### config.mk
export PLATFORM = sky130hd
export DESIGN_NAME = rst_sequencer
export DESIGN_NICKNAME = d
export VERILOG_FILES = /design/src/rtl/rst_sequencer.sv
export SDC_FILE = /design/constraint.sdc
export NUM_CORES = 1
export LEC_CHECK = 0
export CORE_ASPECT_RATIO = 1.4
export CORE_MARGIN = 2
export CORE_UTILIZATION = 38
export DETAILED_ROUTE_END_ITERATION = 8
export DONT_BUFFER_PORTS = 1
export PLACE_DENSITY_LB_ADDON = 0.15
export SLEW_MARGIN = 20
export SYNTH_ARGS = -nofsm -noshare
export SYNTH_HDL_FRONTEND = slang
export SYNTH_HIERARCHICAL = 1
export SYNTH_SLANG_ARGS = --single-unit
### constraint.sdc
create_clock -name clk -period 7.5 [get_ports clk]
set_clock_uncertainty 0.05 [all_clocks]
set_input_delay 1.875 -clock clk [delete_from_list [all_inputs] [get_ports clk]]
set_output_delay 1.875 -clock clk [all_outputs]
set_load 0.1 [all_outputs]
### src/rtl/rst_sequencer.sv
// -----------------------------------------------------------------------------
// rst_sequencer
//   Staged reset controller for the fish tank subsystems. The controller holds
//   every subsystem in reset. It then releases the subsystems one at a time, in
//   index order starting at 0. A stage is released only after the previous
//   stage reports ready and a minimum spacing has elapsed. If a released stage
//   never reports ready, the controller reports a timeout fault. It also
//   reports a fault if any stage drops ready after the sequence completes. A
//   software request restarts the whole sequence from any state.
//
// Ports
//   clk          in   1         system clock
//   rst_n        in   1         asynchronous active-low reset
//   sw_rst_req   in   1         one-cycle pulse: abort and restart the sequence
//   stage_ready  in   N_STAGES  per-stage ready level from released subsystems
//   stage_rst_n  out  N_STAGES  per-stage active-low reset (registered)
//   seq_busy     out  1         high in HOLD / WAIT
//   seq_done     out  1         high in DONE
//   fault        out  1         high in FAULT
//   fault_stage  out  4         stage index that timed out or dropped ready
// -----------------------------------------------------------------------------
module rst_sequencer #(
    parameter int N_STAGES  = 4,
    parameter int CNT_W     = 32,
    parameter int HOLD_CYC  = 1000,
    parameter int STAGE_DLY = 50000,
    parameter int TIMEOUT   = 5000000
) (
    input  logic                clk,
    input  logic                rst_n,
    input  logic                sw_rst_req,
    input  logic [N_STAGES-1:0] stage_ready,
    output logic [N_STAGES-1:0] stage_rst_n,
    output logic                seq_busy,
    output logic                seq_done,
    output logic                fault,
    output logic [3:0]          fault_stage
);

    localparam int K_W = (N_STAGES > 1) ? $clog2(N_STAGES) : 1;

    localparam logic [CNT_W-1:0]    HOLD_LAST = CNT_W'(HOLD_CYC - 1);
    localparam logic [CNT_W-1:0]    DLY_LAST  = CNT_W'(STAGE_DLY - 1);
    localparam logic [CNT_W-1:0]    TO_LAST   = CNT_W'(TIMEOUT - 1);
    localparam logic [CNT_W-1:0]    CNT_MAX   = {CNT_W{1'b1}};
    localparam logic [CNT_W-1:0]    CNT_ONE   = CNT_W'(1);
    localparam logic [K_W-1:0]      K_LAST    = K_W'(N_STAGES - 1);
    localparam logic [K_W-1:0]      K_ONE     = K_W'(1);
    localparam logic [N_STAGES-1:0] ALL_ONES  = {N_STAGES{1'b1}};

    typedef enum logic [1:0] {
        ST_HOLD  = 2'd0,
        ST_WAIT  = 2'd1,
        ST_DONE  = 2'd2,
        ST_FAULT = 2'd3
    } state_t;

    state_t              state_q, state_d;
    logic [CNT_W-1:0]    cnt_q, cnt_d;
    logic [K_W-1:0]      k_q, k_d;
    logic [3:0]          fstage_q, fstage_d;
    logic [N_STAGES-1:0] stage_rst_n_q, stage_rst_n_d;
    logic                busy_q, busy_d;
    logic                done_q, done_d;
    logic                fault_q, fault_d;

    // Thermometer mask: bits 0..k set (released stages while sequencing).
    function automatic logic [N_STAGES-1:0] therm(input logic [K_W-1:0] k);
        logic [N_STAGES-1:0] m;
        m = {N_STAGES{1'b0}};
        for (int i = 0; i < N_STAGES; i++) begin
            if (i <= int'(k)) begin
                m[i] = 1'b1;
            end else begin
                m[i] = 1'b0;
            end
        end
        return m;
    endfunction

    // Index of the lowest stage whose ready bit is low (0 when none is low).
    function automatic logic [3:0] lowest_low(input logic [N_STAGES-1:0] r);
        logic [3:0] idx;
        idx = 4'd0;
        for (int i = N_STAGES - 1; i >= 0; i--) begin
            if (!r[i]) begin
                idx = 4'(i);
            end else begin
                idx = idx;
            end
        end
        return idx;
    endfunction

    // Next-state logic: sequencing, timeout and fault detection.
    always_comb begin
        state_d  = state_q;
        cnt_d    = cnt_q;
        k_d      = k_q;
        fstage_d = fstage_q;
        if (sw_rst_req) begin
            // Software restart wins over any same-cycle ready or timeout event.
            state_d  = ST_HOLD;
            cnt_d    = {CNT_W{1'b0}};
            k_d      = {K_W{1'b0}};
            fstage_d = 4'd0;
        end else begin
            case (state_q)
                ST_HOLD: begin
                    if (cnt_q == HOLD_LAST) begin
                        state_d = ST_WAIT;
                        cnt_d   = {CNT_W{1'b0}};
                        k_d     = {K_W{1'b0}};
                    end else begin
                        cnt_d = cnt_q + CNT_ONE;
                    end
                end
                ST_WAIT: begin
                    // Ready is sampled as a level. A ready that is seen before
                    // the spacing has elapsed is not remembered.
                    if (stage_ready[k_q] && (cnt_q >= DLY_LAST)) begin
                        cnt_d = {CNT_W{1'b0}};
                        if (k_q == K_LAST) begin
                            state_d = ST_DONE;
                        end else begin
                            k_d = k_q + K_ONE;
                        end
                    end else if (cnt_q == TO_LAST) begin
                        state_d  = ST_FAULT;
                        cnt_d    = {CNT_W{1'b0}};
                        fstage_d = 4'(k_q);
                    end else if (cnt_q != CNT_MAX) begin
                        cnt_d = cnt_q + CNT_ONE;
                    end else begin
                        cnt_d = cnt_q;
                    end
                end
                ST_DONE: begin
                    if (stage_ready != ALL_ONES) begin
                        state_d  = ST_FAULT;
                        cnt_d    = {CNT_W{1'b0}};
                        fstage_d = lowest_low(stage_ready);
                    end else begin
                        cnt_d = {CNT_W{1'b0}};
                    end
                end
                ST_FAULT: begin
                    cnt_d = {CNT_W{1'b0}};
                end
                default: begin
                    state_d  = ST_HOLD;
                    cnt_d    = {CNT_W{1'b0}};
                    k_d      = {K_W{1'b0}};
                    fstage_d = 4'd0;
                end
            endcase
        end
    end

    // Output decode from the next state, so that the outputs are registered
    // and change on the same edge as the state.
    always_comb begin
        stage_rst_n_d = {N_STAGES{1'b0}};
        busy_d        = 1'b0;
        done_d        = 1'b0;
        fault_d       = 1'b0;
        case (state_d)
            ST_HOLD: begin
                busy_d = 1'b1;
            end
            ST_WAIT: begin
                busy_d        = 1'b1;
                stage_rst_n_d = therm(k_d);
            end
            ST_DONE: begin
                done_d        = 1'b1;
                stage_rst_n_d = ALL_ONES;
            end
            ST_FAULT: begin
                fault_d = 1'b1;
            end
            default: begin
                busy_d = 1'b1;
            end
        endcase
    end

    // State, counter and output registers. The async clear drops every stage
    // reset immediately, with no clock needed.
    always_ff @(posedge clk or negedge rst_n) begin
        if (!rst_n) begin
            state_q       <= ST_HOLD;
            cnt_q         <= {CNT_W{1'b0}};
            k_q           <= {K_W{1'b0}};
            fstage_q      <= 4'd0;
            stage_rst_n_q <= {N_STAGES{1'b0}};
            busy_q        <= 1'b1;
            done_q        <= 1'b0;
            fault_q       <= 1'b0;
        end else begin
            state_q       <= state_d;
            cnt_q         <= cnt_d;
            k_q           <= k_d;
            fstage_q      <= fstage_d;
            stage_rst_n_q <= stage_rst_n_d;
            busy_q        <= busy_d;
            done_q        <= done_d;
            fault_q       <= fault_d;
        end
    end

    assign stage_rst_n = stage_rst_n_q;
    assign seq_busy    = busy_q;
    assign seq_done    = done_q;
    assign fault       = fault_q;
    assign fault_stage = fstage_q;

    rst_sequencer_chk #(
        .N_STAGES (N_STAGES)
    ) u_chk (
        .clk         (clk),
        .rst_n       (rst_n),
        .stage_rst_n (stage_rst_n_q),
        .seq_busy    (busy_q),
        .seq_done    (done_q),
        .fault       (fault_q)
    );

endmodule

// -----------------------------------------------------------------------------
// rst_sequencer_chk
//   Structural invariants of the sequencer outputs: exactly one status flag is
//   set, the stage resets are thermometer-coded, and no stage is released
//   while a fault is reported.
// Ports
//   clk, rst_n    clock and async reset of the sequencer
//   stage_rst_n   per-stage resets under observation
//   seq_busy, seq_done, fault   status flags under observation
// -----------------------------------------------------------------------------
module rst_sequencer_chk #(
    parameter int N_STAGES = 4
) (
    input logic                clk,
    input logic                rst_n,
    input logic [N_STAGES-1:0] stage_rst_n,
    input logic                seq_busy,
    input logic                seq_done,
    input logic                fault
);

    localparam logic [N_STAGES-1:0] ONE = N_STAGES'(1);

    a_status_onehot: assert property (@(posedge clk) disable iff (!rst_n)
        $onehot({seq_busy, seq_done, fault}));

    a_thermometer: assert property (@(posedge clk) disable iff (!rst_n)
        ((stage_rst_n & (stage_rst_n + ONE)) == {N_STAGES{1'b0}}));

    a_fault_holds_reset: assert property (@(posedge clk) disable iff (!rst_n)
        fault |-> (stage_rst_n == {N_STAGES{1'b0}}));

endmodule

### Word-level counts from Yosys, hierarchy flattened

Cells that the tools add are included.

* logic and storage cells: 73
* output and inout bits: 11
* bits in registers: 47
* input port bits: 7

* add/sub/neg operators: 2
* $lt $le $gt $ge: 5
* reduce and logical (&&, ||, !) cells: 7
* mux-type cells: 36
* eq/ne operators: 15

Operators with widths (number)
* $mux 32: 5
* $pmux 32 s3: 1
* $add 32x1->32 const B: 1
* $eq 32x10->1 const B: 1
* $eq 32x23->1 const B: 1
* $ge 32x16->1 const B: 1
* $ne 32x32->1 const B: 1
* $mux 4: 7
* $mux 2: 11
* $pmux 4 s2: 2
* $eq 2x2->1 const B: 5
* $ne 3x3->1 const B: 3
* $mux 1: 7
* $pmux 2 s3: 1
* $ne 5x5->1 const B: 1
* $eq 2x1->1 const B: 2
* $le 2x2->1 const A: 2
* $logic_not 2->1: 2
* $ne 4x4->1 const B: 1
* $pmux 2 s2: 1
* $reduce_and 4->1: 1
* $reduce_or 2->1: 2
* $lt 2x3->1 const B: 1
* $reduce_bool 3->1: 1
* 4 further kinds: 4

### Longest topological paths before layout

Gate-level depths: netlist of run 1.

* depth in word-level cells: 9
* mapped depth: 11
* depth with buffers taken out: 11

### Worst setup path before layout of run 1

No wires, ideal clock.

* path type: input port to flip-flop
* from: in stage_ready[1]
* to: reg stage_rst_n_q[3] (netlist: stage_rst_n[3])
* path buffers: 0
* data required time: 7.367 ns
* data arrival time: 3.474 ns
* library setup time: 0.083 ns
* stages: 10
* path slack: 3.893 ns
* cells stage by stage: mux2i_1 -> nor2_1 -> a21oi_1 -> a21oi_4 -> o21bai_1 -> a21oi_1 -> or2_2 -> ha_1 -> nand3_1 -> o21ai_0

* cells in the longest elaborated chain, start to end: 9
* elaborated cells between the ends (all ways): 16
* those cells by class: 1 x order compare; 3 x eq/ne; 11 x mux; 1 x reduce/logical

Ends and longest elaborated chain
* start, declared: RTL line 32 `input logic [N_STAGES-1:0] stage_ready,`
* $bmux 1 s2: RTL line 121 `if (stage_ready[k_q] && (cnt_q >= DLY_LAST)) begin`
* $mux 1 (not written as such): RTL line 121
* $logic_and 1x1->1: RTL line 121
* $mux 2: RTL line 121
* $pmux 2 s2: RTL line 108 `case (state_q)`
* $mux 2: RTL line 101 `if (sw_rst_req) begin`
* $le 2x2->1: RTL line 72 `if (i <= int'(k)) begin`
* $mux 1: RTL line 72
* $pmux 4 s2 *: RTL line 167 `case (state_d)`
* via stage_rst_n_d[3]: RTL line 62 `logic [N_STAGES-1:0] stage_rst_n_q, stage_rst_n_d;`
* end signal, assigned: RTL line 196 `stage_rst_n_q <= {N_STAGES{1'b0}};`
* end signal, assigned: RTL line 205 `stage_rst_n_q <= stage_rst_n_d;`
* end, declared: RTL line 62

The timed path passes the listed nets; every way through them passes the cells marked *. The select of a mux whose other input is x is not followed.
A chain may end at the register's enable or synchronous reset.

### Final worst setup path of run 1

* from: in stage_ready[1]
* to: reg cnt_q[17]

* cells in the longest elaborated chain, start to end: 6
* elaborated cells between the ends (all ways): 7
* those cells by class: 1 x eq/ne; 5 x mux; 1 x reduce/logical

Ends and longest elaborated chain
* $bmux 1 s2 *: RTL line 121
* $mux 1 (not written as such) *: RTL line 121
* $logic_and 1x1->1 *: RTL line 121
* $mux 32: RTL line 121
* $pmux 32 s3: RTL line 108
* $mux 32: RTL line 101
* end signal, assigned: RTL line 193 `cnt_q <= {CNT_W{1'b0}};`
* end signal, assigned: RTL line 202 `cnt_q <= cnt_d;`
* end, declared: RTL line 59 `logic [CNT_W-1:0] cnt_q, cnt_d;`

Every way passes the cells marked *; elsewhere a longest branch is shown, timed or not. The select of a mux whose other input is x is not followed.

==> impl_metrics.csv, run 1 <==
group,metric,value,unit
cells_and_area,areaGrowthSynthToFinish,6.028,%
cells_and_area,layout_commonest_cell,"dfrtp_1",
detailed_routing,drtIter0Drc,150,
clock_network,cts_hold_buf,0,
sta,maxSlewViolCount,0,
sta,slew_headroom,0.4014,
worst_setup_path,cp_max_fo,14,
sta,tns,0,ps
detailed_routing,wl_met3,177,um
detailed_routing,via_count,2230,
sta,rsz0062_at_grt,"no",
cells_and_area,diodes,0,
clock_network,clk_latency,310,ps
yosys,yosysWarnings,6,
detailed_routing,wirelength,6387,um
run,drv_cap,0,
placement,hpwl,4607,um
die,dieArea,0.007916,mm^2
placement,placedCellCount,388,
die,start_util,0.3925,
pwr,power.density,156.5,mW/mm^2
worst_setup_path,crit_required,7710,ps
detailed_routing,wl_per_cell,16.13,um
sta,fin_crit,3685,ps
cells_and_area,num-fill-cells,698,
die,core,0.006982,mm^2
die,rows,36,
yosys,synth_top_flop_cell,"dfrtp_1",
sta,hold_violations,0,
worst_setup_path,cp_slowest_cell,"or4_1",
yosys,synth_area,0.002740,mm^2
cells_and_area,drive_gt1_frac,0.07973,
global_route,overflow,0,
clock_network,cts.path.max_buffers,2,
worst_setup_path,crit_path_cell_trace,"mux2i_1 -> nor2_1 -> a21oi_1 -> a32oi_1 -> and2_1 -> buf_4 -> or4_1 -> nand2_1",
clock_network,post_cts_buffers,0,
worst_setup_path,criticalPathCategory,"input pin to register",
clock_network,cts_resized,0,
clock_network,numCtsBuffers,5,
placement,place_area,0.002779,mm^2
detailed_routing,wl_met2,3340,um
clock_network,ctsRootBufferMaster,"clkbuf_8",
worst_setup_path,end_kind,"register",
hold_path,holdCritPathClass,"register to register",
clock_network,cts_sinks,45,
global_route,antenna_found_initial,0,
die,ios,18,
cells_and_area,layout_common_cells,"dfrtp_1 (44), nand2_1 (33), o21ai_0 (21)",
yosys,synth_edf_count,0,
placement,numPortBuffers,0,
sta,worst_slew_pin_slew,897.8,ps
detailed_routing,viasPerCell,5.631,
run_status,status,"complete, no violations",
detailed_routing,wirelength_met1,2751,um
cells_and_area,design_area,0.002905,mm^2
worst_setup_path,startpoint_type,"input pin",
cells_and_area,instances_no_fill,396,
clock_network,cts_tree,"built",
global_route,grt_usage,0.1838,
cells_and_area,nNetsFinal,313,
yosys,ys_seq_area_frac,0.4114,
clock_network,h-tree-depth,2,
yosys,async_flop_share,1.000,
detailed_routing,drtPass1Iterations,6,
detailed_routing,highest_layer,"met4",
worst_setup_path,cp.arrival,3890,ps
sta,period_share,0.4913,
cells_and_area,regArea,0.001127,mm^2
pwr,total_power,0.4547,mW
sta,fmax,271.4,MHz
placement,place.gp.congestion,0.8476,
global_route,grt_max_degree,46,
pwr,p_leak,1.116,nW
worst_setup_path,max_stage_delay,500,ps
clock_network,cts.clk_slew.worst_paths,90,ps
yosys,ys_seq_elements,45,
yosys,synth_cells,313,
global_route,grt_pass1_wl,11250,um
worst_setup_path,cp_num_buf_inv,1,
cells_and_area,multiInputGateArea,0.001494,mm^2
worst_setup_path,critPathTopFamily,"simple AND/OR/NAND/NOR gates",
die,die_height,104.5,um
detailed_routing,drcViolationCount,0,
sta,finalSetupViolCount,0,
yosys,syn_avg_cell_area,8.754,um^2
global_route,grt_pass1_vias,2248,
pwr,max-vdd-ir-drop,0.1311,mV
detailed_routing,antenna_left,0,
die,die_w,75.77,um
yosys,synth.distinct_cells,54,
sta,hold_slack,499.0,ps
## worst min-delay path, delay by kind of cell, from the launching register on
family | cells | cell delay [ps]
simple gates | 2 | 120
flops | 1 | 400
## worst paths after layout
check / startpoint / to / slack (ps) / cells after the start
setup / recovery: stage_ready[1] / cnt_q[17] / 3820 / 8
hold / removal: cnt_q[1] / cnt_q[1] / 500 / 2
setup reg to reg: cnt_q[0] / cnt_q[20] / 4300 / 8
hold reg to reg: cnt_q[1] / cnt_q[1] / 500 / 2
max in group asynchronous: rst_n / seq_busy / 6010 / 0
min in group asynchronous: rst_n / cnt_q[0] / 1190 / 0
## sequential cells by signal (all words and copies together) (netlist names)
signal       cells
cnt_q           32
fault            1
stage_rst_n      4
state_q          2
seq_busy         1
k_q              2
fault_stage      2
seq_done         1
## stage by stage
| stage | setup slack, ps | utilization |
|---|---|---|
| final | 3815 | 0.4161 |
| after CTS | 3784 | 0.4152 |
| after global routing | 3666 | 0.4161 |
| after detailed placement | 3459 | 0.3980 |
| after floorplan | 3893 | - |
| after global placement | 3315 | 0.3971 |
## cells in the mapped netlist (all sizes together), types with 2 or more instances
| master | number | area share |
|---|---|---|
| nor2 | 20 | 0.027 |
| or4 | 6 | 0.016 |
| dfrtp | 44 | 0.40 |
| and2 | 2 | 0.0046 |
| xor2 | 4 | 0.013 |
| mux2i | 5 | 0.018 |
| nand4 | 14 | 0.034 |
| or3 | 8 | 0.018 |
| nand2b | 7 | 0.016 |
| o211ai | 2 | 0.0055 |
| nor3 | 10 | 0.022 |
| xnor2 | 7 | 0.022 |
| inv | 10 | 0.014 |
| a21oi | 20 | 0.041 |
| nand3 | 15 | 0.029 |
| o31ai | 7 | 0.019 |
| and4 | 5 | 0.016 |
| buf | 12 | 0.024 |
| nor4 | 6 | 0.014 |
| o21bai | 2 | 0.0055 |
| nor2b | 3 | 0.0069 |
| ha | 6 | 0.027 |
| a211oi | 6 | 0.016 |
| and3 | 4 | 0.0091 |
| nand2 | 33 | 0.045 |
| clkbuf | 10 | 0.014 |
| o21ai | 21 | 0.038 |
| or2 | 3 | 0.0069 |
## cell families (layout without fill, tap and decap cells)
logic type,Yosys count,count (layout),synth area share
DFF,45,45,0.4114
muxes,5,5,0.01827
AOI/OAI and AO/OA,69,69,0.1635
xor gates and xnor gates,11,11,0.03516
adders and majority gates,6,6,0.02740
buffers and inverters,32,19,0.05114
other,1,2,0.001369
and+or+nand+nor,144,144,0.2918
## layout make-up
| class | count | area share |
|---|---|---|
| clock buffer | 6 | 0.02842 |
| clock inverter | 2 | 0.01292 |
| inverter | 10 | 0.01292 |
| multi-input combinational | 237 | 0.5142 |
| sequential | 45 | 0.3880 |
| tap | 95 | 0.04091 |
| timing repair buffer | 1 | 0.002584 |
## per-layer routing
| metal | up-vias | GRT usage |
|---|---|---|
| li1 | 1113 | - |
| met1 | 1077 | 0.2374 |
| met2 | 31 | 0.2913 |
| met3 | 9 | 0.04360 |
| met4 | 0 | 0.06892 |
| met5 | - | 0 |
## power breakdown
part	switching, mW	total (mW)	leakage, nW	internal, mW
combinational	0.0112	0.0149	0.435	0.00372
clock	0.0859	0.194	0.0574	0.108
sequential	0.00178	0.246	0.623	0.244
Note: power is estimated with default switching activity, not from simulation.
==> run 2: changes to the inputs <==
==> constraint.sdc (replaced) <==
create_clock -name clk -period 3 [get_ports clk]
set_clock_uncertainty 0.05 [all_clocks]
set_input_delay 0.75 -clock clk [delete_from_list [all_inputs] [get_ports clk]]
set_output_delay 0.75 -clock clk [all_outputs]
set_load 0.1 [all_outputs]
==> run 2 against run 1 <==
- sequential cell count stayed put
- critical path depth is 2 higher
- die area stayed put
- first-iteration DRC count is 21% lower
- total power grew to 2.5 times the previous value
- sequential power is 150% higher
- global-route usage is 0.28 points lower
==> impl_metrics.csv, run 2 (synthesis results as in run 1) <==
group,metric,value,unit
run_status,status,"complete, no violations",
clock_network,cts_tree,"built",
cells_and_area,largest_reg_flops,32,
global_route,grt_pass1_vias,2272,
global_route,overflow,0,
die,rows,36,
detailed_routing,viasPerCell,5.484,
worst_setup_path,startpoint_type,"register",
die,die_height,104.5,um
pwr,p_int,0.8957,mW
sta,fin_crit,2818,ps
detailed_routing,drtPass1Iterations,4,
detailed_routing,via_count,2243,
cells_and_area,num-fill-cells,705,
cells_and_area,diodes,0,
die,start_util,0.3925,
placement,hpwl,4708,um
clock_network,numCtsBuffers,5,
pwr,sw_frac_of_total,0.2126,
worst_setup_path,crit_required,3160,ps
pwr,p_sw,0.2418,mW
detailed_routing,drtIter0Drc,119,
cells_and_area,layout_commonest_cell,"dfrtp_1",
worst_setup_path,cp_max_fo,5,
cells_and_area,nNetsFinal,326,
clock_network,cts_hold_buf,0,
die,core,0.006982,mm^2
sta,worst_slew_pin_slew,921.0,ps
die,ios,18,
pwr,max-vdd-ir-drop,0.2742,mV
pwr,pwr-share-comb,0.039,
global_route,grt_pass1_wl,11140,um
run,drv_cap,0,
detailed_routing,wirelength_met1,2821,um
worst_setup_path,r2r_slack,180,ps
cells_and_area,regMostFlops,"cnt_q",
detailed_routing,wl_per_cell,15.71,um
worst_setup_path,criticalPathCategory,"register to register",
sta,fmax,354.9,MHz
worst_setup_path,crit_start,"cnt_q[3]",
detailed_routing,drcViolationCount,0,
cells_and_area,areaGrowthSynthToFinish,10.09,%
die,die_w,75.77,um
hold_path,holdCritPathClass,"input pin to asynchronous set/reset pin",
pwr,clkPwrFrac,0.422,
sta,rsz0062_at_grt,"no",
clock_network,h-tree-depth,2,
pwr,power.density,377.1,mW/mm^2
sta,maxSlewViolCount,0,
sta,period_share,0.9392,
sta,tns,0,ps
sta,finalSetupViolCount,0,
pwr,p_leak,1.188,nW
placement,numPortBuffers,0,
die,dieArea,0.007916,mm^2
cells_and_area,final_util,0.4321,
worst_setup_path,end_kind,"register",
worst_setup_path,r2r-end,"stage_rst_n[3]",
cells_and_area,drive_gt1_frac,0.1210,
detailed_routing,wirelength,6425,um
worst_setup_path,reg2reg_depth,10,
worst_setup_path,reg2reg_from,"cnt_q[3]",
clock_network,clk_latency,300,ps
sta,hold_violations,0,
clock_network,cts.path.max_buffers,2,
global_route,antenna_found_initial,0,
detailed_routing,highest_layer,"met4",
global_route,grt_usage,0.1810,
placement,place.gp.congestion,0.8412,
cells_and_area,layout_common_cells,"dfrtp_1 (44), nand2_1 (33), o21ai_0 (21)",
detailed_routing,wl_met3,148,um
worst_setup_path,cp.arrival,2980,ps
detailed_routing,antenna_left,0,
clock_network,cts.clk_slew.worst_paths,90,ps
detailed_routing,wl_met2,3303,um
sta,slew_headroom,0.3864,
clock_network,cts_sinks,45,
global_route,grt_max_degree,46,
pwr,seq_power_share,0.539,
clock_network,ctsRootBufferMaster,"clkbuf_8",
-- run 2: final cells by class --
type	count	area [um^2]	share of cell area
well taps	95	118.9	0.03940
flip-flops and latches	45	1127	0.3737
inverters	10	37.54	0.01244
multi-input cells	237	1511	0.5010
clock inverters	1	30.03	0.009954
clock buffers	7	86.33	0.02862
repair buffers	14	105.1	0.03484
-- run 2: worst max path at each step --
stage / to / cells past startpoint / slack (ps)
2_1_floorplan: stage_rst_n[3] / 11 / 360
3_3_place_gp: stage_rst_n[3] / 11 / 220
3_5_place_dp: stage_rst_n[3] / 9 / 120
4_1_cts: stage_rst_n[3] / 11 / 130
5_1_grt: stage_rst_n[3] / 11 / 40
6_report: stage_rst_n[3] / 10 / 180
-- run 2: power by group through the flow --
stage,registers [mW],clock network (mW),logic [mW]
global route,0.614,0.517,0.0496
detailed placement,0.626,0,0.0407
global placement,0.626,0,0.0407
finish,0.614,0.480,0.0439
CTS,0.614,0.493,0.0406
floorplan,0.625,0,0.0355
-- run 2: per-layer routing --
layer,GRT usage,vias up
met4,0.07644,0
met1,0.2357,1071
met3,0.03391,10
met2,0.2863,26
met5,0,-
li1,-,1136
-- run 2: through the flow --
stage | power, mW | instance area (um^2) | hold WS, ps | worst slack, ps | cells
after floorplan | 0.6604 | 2744 | 404.4 | 364.8 | 314
final | 1.137 | 3017 | 84.21 | 182.4 | 409
after detailed placement | 0.6666 | 2848 | 407.2 | 122.1 | 398
after CTS | 1.147 | 2964 | 71.85 | 125.1 | 406
after global placement | 0.6663 | 2848 | 406.6 | 216.4 | 398
after global routing | 1.181 | 3017 | 62.53 | 36.50 | 409
-- run 2: timing repair --
item | CTS | global route
setup buffers | 0 | 3
setup endpoints to repair | 0 | 8
gates resized for setup | 0 | 4
-- run 2: critical path, cell delays in order, from the launching register on --
cell      delay (ps)
dfrtp_1          440
or4b_2           690
nor4_2           190
nand4_1          200
nor2_1           130
a211oi_1          60
a211o_1          370
inv_1            130
ha_1             210
nand3_1           80
o21ai_0          180
